--- config.mk ---
export PLATFORM = sky130hd
export DESIGN_NAME = fpu_div_sched
export DESIGN_NICKNAME = d
export VERILOG_FILES = /design/src/rtl/fpu_div_sched.sv
export SDC_FILE = /design/constraint.sdc
export NUM_CORES = 1
export LEC_CHECK = 0
export CORE_UTILIZATION = 30
export DETAILED_ROUTE_END_ITERATION = 7
export GPL_TIMING_DRIVEN = 0
export SLEW_MARGIN = 10
export SYNTH_ARGS = -nofsm -noshare
export SYNTH_HDL_FRONTEND = slang
export SYNTH_SLANG_ARGS = --single-unit
--- constraint.sdc ---
create_clock -name clk -period 8.5 [get_ports clk]
set_input_delay 1.7 -clock clk [delete_from_list [all_inputs] [get_ports clk]]
set_output_delay 1.7 -clock clk [all_outputs]
set_load 0.05 [all_outputs]
--- src/rtl/fpu_div_sched.sv ---
// rtl/fpu_div_sched.sv - single-entry issue/writeback scheduler for a fixed-latency iterative fdiv/fsqrt core
module fpu_div_sched #(
    parameter int LAT = 12
) (
    input  logic        clk,
    input  logic        rst,
    input  logic        en,
    input  logic        IN_branchValid,
    input  logic [6:0]  IN_branchSqN,
    input  logic        IN_valid,
    input  logic        IN_opDiv,
    input  logic [31:0] IN_srcA,
    input  logic [31:0] IN_srcB,
    input  logic [6:0]  IN_sqN,
    input  logic [6:0]  IN_tagDst,
    input  logic [4:0]  IN_nmDst,
    output logic        OUT_ready,
    output logic        DIV_start,
    output logic        DIV_opDiv,
    output logic [31:0] DIV_a,
    output logic [31:0] DIV_b,
    input  logic [31:0] DIV_result,
    input  logic [4:0]  DIV_flags,
    input  logic        WB_grant,
    output logic        OUT_valid,
    output logic [31:0] OUT_result,
    output logic [4:0]  OUT_flags,
    output logic [6:0]  OUT_sqN,
    output logic [6:0]  OUT_tagDst,
    output logic [4:0]  OUT_nmDst
);

    typedef enum logic [1:0] {IDLE, BUSY, DONE} state_t;

    localparam logic [5:0] CNT_LOAD = 6'(LAT - 1);

    // Younger-than-branch test on wrapping 7-bit sequence numbers.
    function automatic logic squash_fn(input logic flush, input logic [6:0] sqn,
                                       input logic [6:0] br);
        logic [6:0] diff;
        diff = sqn - br;
        return flush && !diff[6] && (diff != 7'd0);
    endfunction

    state_t      state;
    logic [5:0]  cnt;
    logic        op_q;
    logic [31:0] a_q;
    logic [31:0] b_q;
    logic        accept;
    logic        flush_inflight;

    assign accept         = (state == IDLE) && en && IN_valid &&
                            !squash_fn(IN_branchValid, IN_sqN, IN_branchSqN);
    assign flush_inflight = squash_fn(IN_branchValid, OUT_sqN, IN_branchSqN);

    // The start pulse is combinational so the core sees operands in the accept cycle.
    assign DIV_start = accept && rst;
    assign DIV_opDiv = accept ? IN_opDiv : op_q;
    assign DIV_a     = accept ? IN_srcA  : a_q;
    assign DIV_b     = accept ? IN_srcB  : b_q;
    assign OUT_ready = (state == IDLE);
    assign OUT_valid = (state == DONE);

    always_ff @(posedge clk or negedge rst) begin
        if (!rst) begin
            state      <= IDLE;
            cnt        <= 6'd0;
            op_q       <= 1'b0;
            a_q        <= 32'd0;
            b_q        <= 32'd0;
            OUT_result <= 32'd0;
            OUT_flags  <= 5'd0;
            OUT_sqN    <= 7'd0;
            OUT_tagDst <= 7'd0;
            OUT_nmDst  <= 5'd0;
        end else begin
            case (state)
                IDLE: begin
                    if (accept) begin
                        op_q       <= IN_opDiv;
                        a_q        <= IN_srcA;
                        b_q        <= IN_srcB;
                        OUT_sqN    <= IN_sqN;
                        OUT_tagDst <= IN_tagDst;
                        OUT_nmDst  <= IN_nmDst;
                        cnt        <= CNT_LOAD;
                        state      <= BUSY;
                    end
                end
                BUSY: begin
                    if (flush_inflight) begin
                        cnt   <= 6'd0;
                        state <= IDLE;
                    end else if (cnt == 6'd0) begin
                        OUT_result <= DIV_result;
                        OUT_flags  <= DIV_flags;
                        state      <= DONE;
                    end else begin
                        cnt <= cnt - 6'd1;
                    end
                end
                DONE: begin
                    if (flush_inflight || WB_grant) begin
                        state <= IDLE;
                    end
                end
                default: state <= IDLE;
            endcase
        end
    end

endmodule

# ---- Yosys cells after proc, flatten, opt, wreduce, memory -nomap -nowiden
# Cells that the tools add are included.
dict set report totals {
  reg_bits 129
  inputBits 134
  elab_cells 53
}
dict set report classes {
  addsub 3
  n_eq_ne 6
  mux 12
  bitwise 1
  n_reduce_logical 21
}
# cell count
set op_table {}
lappend op_table {{32-bit 2-to-1 mux} 2}
lappend op_table {{6-bit 2-to-1 mux} 3}
lappend op_table {{7-bit nonzero test} 2}
lappend op_table {{7-bit subtractor} 2}
lappend op_table {{6-bit case mux with 2 select lines} 1}
lappend op_table {{3-bit AND reduction} 3}
lappend op_table {{1-bit logical AND} 8}
lappend op_table {{2-bit 2-to-1 mux} 4}
lappend op_table {{6-bit logical NOT} 1}
lappend op_table {{3-bit != test (second input constant)} 2}
lappend op_table {{2-bit case mux with 3 select lines} 1}
lappend op_table {{6-bit by 1-bit subtractor with 6-bit output (second input constant)} 1}
lappend op_table {{2-bit by 1-bit != test with 1-bit output (second input constant)} 2}
lappend op_table {{1-bit logical NOT} 3}
lappend op_table {{2-bit by 1-bit == test with 1-bit output (second input constant)} 1}
lappend op_table {{2-bit == test (second input constant)} 1}
lappend op_table {{2-bit logical NOT} 1}
lappend op_table {{2-bit AND reduction} 1}
lappend op_table {{2-bit nonzero test} 1}
lappend op_table {{1-bit logical OR} 1}
lappend op_table {{1-bit 2-to-1 mux} 1}
lappend op_table {{1-bit inverter} 1}

# ---- Longest topological paths before layout
# Gate-level depths: netlist of the first run.
dict set report logic_depth {
  depth_word 8
  ltp_mapped 13
  depth_no_buf 11
}

# ---- Worst setup path after synthesis of the first run
# No wires, ideal clock.
dict set report synth_timing {
  kind {input to output}
  start {input port IN_sqN[0]}
  end {output port DIV_start}
  t_arrival_ns 4.396
  t_required_ns 6.800
  setup_slack_ns 2.404
  stages 12
  cell_sequence {inv_1 ha_1 inv_1 fa_1 a21o_1 a2111oi_0 o221ai_1 a21oi_2 o311ai_4 buf_6 buf_4 nor2_1}
}
dict set report synth_via {
  elab_chain_cells 7
  elab_cells_between_ends 8
}
# element line_no
set synth_lines {}
lappend synth_lines {{start: declaration} 14} ;# input logic [6:0] IN_sqN,
lappend synth_lines {{7-bit subtractor *} 41} ;# diff = sqn - br;
lappend synth_lines {{parallel branches: the longest is 2 deep, another holds 7-bit nonzero test} n/a}
lappend synth_lines {{1-bit logical AND *} 42} ;# return flush && !diff[6] && (diff != 7'd0);
lappend synth_lines {{1-bit logical NOT *} 54} ;# !squash_fn(IN_branchValid, IN_sqN, IN_branchSqN);
lappend synth_lines {{1-bit logical AND *} 53} ;# assign accept = (state == IDLE) && en && IN_valid &&
lappend synth_lines {{1-bit logical AND *} 58} ;# assign DIV_start = accept && rst;
lappend synth_lines {{end: declaration} 18} ;# output logic DIV_start,
# Every way passes the cells marked *.

# ---- Worst setup path in the final report of the first run
dict set report layout_timing {
  start {input port IN_branchSqN[0]}
  end {output port DIV_b[3]}
}
dict set report layout_via {
  elab_chain_cells 7
  elab_cells_between_ends 8
}
# element line_no
set layout_lines {}
lappend layout_lines {{start: declaration} 9} ;# input logic [6:0] IN_branchSqN,
lappend layout_lines {{7-bit subtractor *} 41}
lappend layout_lines {{parallel branches: the longest is 2 deep, another holds 7-bit nonzero test} n/a}
lappend layout_lines {{1-bit logical AND *} 42}
lappend layout_lines {{1-bit logical NOT *} 54}
lappend layout_lines {{1-bit logical AND *} 53}
lappend layout_lines {{32-bit 2-to-1 mux *} n/a}
lappend layout_lines {{end: declaration} 21} ;# output logic [31:0] DIV_b,
# Marked as above.

==> results of run 1 <==
==> power by group <==
| group | leakage (nW) | switching [mW] | total, mW | internal (mW) |
|---|---|---|---|---|
| logic | 2.38 | 1.26 | 2.07 | 0.812 |
| registers | 1.60 | 0.127 | 0.983 | 0.856 |
| clock network | 0.320 | 0.281 | 0.818 | 0.537 |
==> per-stage QoR <==
step	area, um^2	instances
2_1_floorplan	6391	455
3_3_place_gp	9308	987
3_5_place_dp	9336	988
4_1_cts	9996	1019
5_1_grt	9996	1019
6_report	9996	1019
==> worst paths after layout <==
kind / start / to / slack (ps) / cells past startpoint
worst max register to register: OUT_sqN[0]$_DFFE_PN0P_ / OUT_result[4]$_DFFE_PN0P_ / 5350 / 13
max in group asynchronous: rst / OUT_result[19]$_DFFE_PN0P_ / 6460 / 2
worst max-delay path: IN_branchSqN[0] / DIV_b[3] / 1090 / 13
worst min-delay path: OUT_nmDst[4]$_DFFE_PN0P_ / OUT_nmDst[4]$_DFFE_PN0P_ / 490 / 1
worst min register to register: OUT_nmDst[4]$_DFFE_PN0P_ / OUT_nmDst[4]$_DFFE_PN0P_ / 490 / 1
min in group asynchronous: rst / b_q[29]$_DFFE_PN0P_ / 1270 / 1
==> layout by cell type, fill, tap and decap left out, types with 5 or more instances in the layout <==
| cell type | netlist | final |
|---|---|---|
| a21oi_1 | 7 | 7 |
| buf_2 | 8 | 8 |
| buf_4 | 8 | 8 |
| buf_6 | 4 | 5 |
| bufinv_16 | 0 | 5 |
| clkbuf_16 | 0 | 17 |
| clkdlybuf4s50_1 | 0 | 256 |
| dfrtp_1 | 129 | 129 |
| ha_1 | 13 | 13 |
| inv_1 | 20 | 20 |
| mux2_1 | 76 | 76 |
| mux2_2 | 92 | 92 |
| mux2_4 | 19 | 19 |
| nand2_1 | 6 | 6 |
| nor2_1 | 6 | 6 |
| o21ai_0 | 12 | 12 |
==> registers in the layout, summed over array words and instances (netlist names) <==
register,cells
OUT_flags,5
OUT_nmDst,5
OUT_result,32
OUT_sqN,7
OUT_tagDst,7
a_q,32
b_q,32
cnt,6
op_q,1
state,2
==> metal layers <==
metal	up-vias	share of wire (%)	global-route usage, %
li1	2192	-	-
met1	2309	43	18.69
met2	179	50	26.50
met3	16	6.4	4.414
met4	0	1.3	4.536
met5	-	0	0
==> cell type report <==
class	count	area share (%)
flip-flops and latches	129	32.29
multi-input cells	286	29.44
repair buffers	258	26.02
clock buffers	19	4.531
well taps	275	3.442
clock inverters	12	2.065
plain buffers	20	1.452
inverters	20	0.7510
==> cell usage after synthesis (2+ instances only) <==
library cell and n:
a21o_1 2, a21oi_1 7, a21oi_2 2, buf_2 8, buf_4 8, buf_6 4, dfrtp_1 129, fa_1 2
ha_1 13, inv_1 20, mux2_1 76, mux2_2 92, mux2_4 19, nand2_1 6, nand2b_1 4, nand3_1 3
nor2_1 6, nor2b_1 4, nor3_1 3, nor3b_1 2, o21a_1 3, o21ai_0 12, o31ai_1 3, xnor2_1 3
xor2_1 3
==> cell families after synthesis <==
family	Yosys count
AOI/OAI and AO/OA	45
DFF	129
xor gates and xnor gates	6
buffers and inverters	40
muxes	188
and+or+nand+nor	32
adders and majority gates	15
==> worst max-delay path: cells and delay by family <==
family	cells	cell delay [ps]
fa+ha+maj	2	590
mux	1	340
buf+inv	5	1760
compound gates	4	1160
xor+xnor	1	150
==> flow_summary.yaml, run 1 <==
outcome:
  status: "complete, no violations"
worst_setup_path:
  cpPeakStageDelay_ps: 740
  crit_top_cell: "clkdlybuf4s50_1"
  cpMaxStageDelayCell: "clkdlybuf4s50_1"
  crit_required_ps: 6800
  start_kind: "input pin"
  worstPathMaxFanout: 10
  cp-end-kind: "output pin"
  path_cells: "clkdlybuf4s50_1 -> ha_1 -> inv_1 -> fa_1 -> a21o_1 -> a31o_1 -> a21oi_1 -> xnor2_1 -> o311ai_4 -> buf_6 -> buf_4 -> mux2_1 -> clkdlybuf4s50_1"
  crit_type: "in -> out"
  critPathArrivalTime_ps: 5710
floorplanning:
  initial_core_util_pct: 30.50
  core_area_um2: 20960
  fp.dieW_um: 148.0
  placementRows: 53
  dieArea_um2: 21890
  die_h_um: 148.0
  num_io_pins: 258
sta:
  hold_viol: 0
  clock.fmax_mhz: 134.9
  slew_viol_final: 0
  period_needed_ps: 7411
  rsz0062_at_grt: "no"
  worst_pin_slew_ps: 744.0
  post-route-period-util_pct: 87.19
  fin_ws_ps: 1089
  tns_ps: 0
  max-slew-margin-rel_pct: 49.98
  skew_ps: 9.906
  finalSetupViolCount: 0
  whs_ps: 491.8
yosys:
  yosys.area.top_type_share_pct: 50.51
  ys_ff_latch: 129
  synth_top_area_cell: "dfrtp_1"
  synth-compound-area-share_pct: 5.129
  seq_area_frac_synth_pct: 50.51
  synth_fa_ha_area_share_pct: 3.171
  synthArstFlopShare_pct: 100.0
  synth_cells: 455
  synth_area_leaders: "dfrtp_1 51%, mux2_2 16%, mux2_1 13%"
  ys_types: 46
  yosys_warnings: 0
  syn_area_um2: 6391
  avgSynthCellArea_um2: 14.05
  synth_top_family_by_area: "multiplexers"
  synth.area.mux_share_pct: 34.22
  synthFlopType: "dfrtp_1"
  synth.net_count: 604
  synthSimpleGateAreaFrac_pct: 2.702
  synth-edff-count: 0
  synth-xor-area-share_pct: 0.8222
hold_path:
  hold_path_class: "reg -> reg"
clock_tree:
  cts_made_buffers: 17
  postCtsSetupBuffers: 0
  ctsHoldBuffers: 0
  cts_resized: 0
  cts-root-buf: "clkbuf_16"
  clock_latency_ps: 410
  clock_tree.buffer_depth: 2
  h-tree-depth: 4
  cts_sinks: 129
  clk_pin_slew_ps: 60
  tritoncts: "done"
drt:
  wirelength_mm: 16.62
  ant_nets: 0
  viasPerCell: 4.608
  drt_iter0_drc: 168
  first_pass_iters: 4
  wl_per_cell_um: 16.31
  drc: 0
  vias: 4696
final_layout:
  drive_gt1_share_pct: 22.72
  multi_input_area_um2: 2943
  diodes: 0
  regArea_um2: 3228
  num-nets-final: 881
  area_delta_synth_final_pct: 56.40
  fillerInstances: 1879
  final_core_util_pct: 47.70
global_route:
  overflow: 0
  antenna_found_initial: 0
  grt_max_degree: 69
  track_usage_pct: 15.44
  first_global_vias: 5115
  grt_pass1_wl_mm: 26.36
power:
  powerDensity_nw_per_um2: 387.6
  power_mw: 3.875
  ir_drop_mv: 0.1489
  leakage_nw: 4.295
place:
  portBuffers: 257
  pre_cts_slack_ps: 992.6
  gp_congestion: 0.8348
  dp_hpwl_mm: 12.29
run:
  cap_violations: 0
Power figures use the tool's default switching activity.
==> inputs of run 2 (changes only) <==
- ABC_CLOCK_PERIOD_IN_PS: unset -> 8500
==> results of run 2 <==
No change in the layout: final DEF, timing and power equal those of run 1.
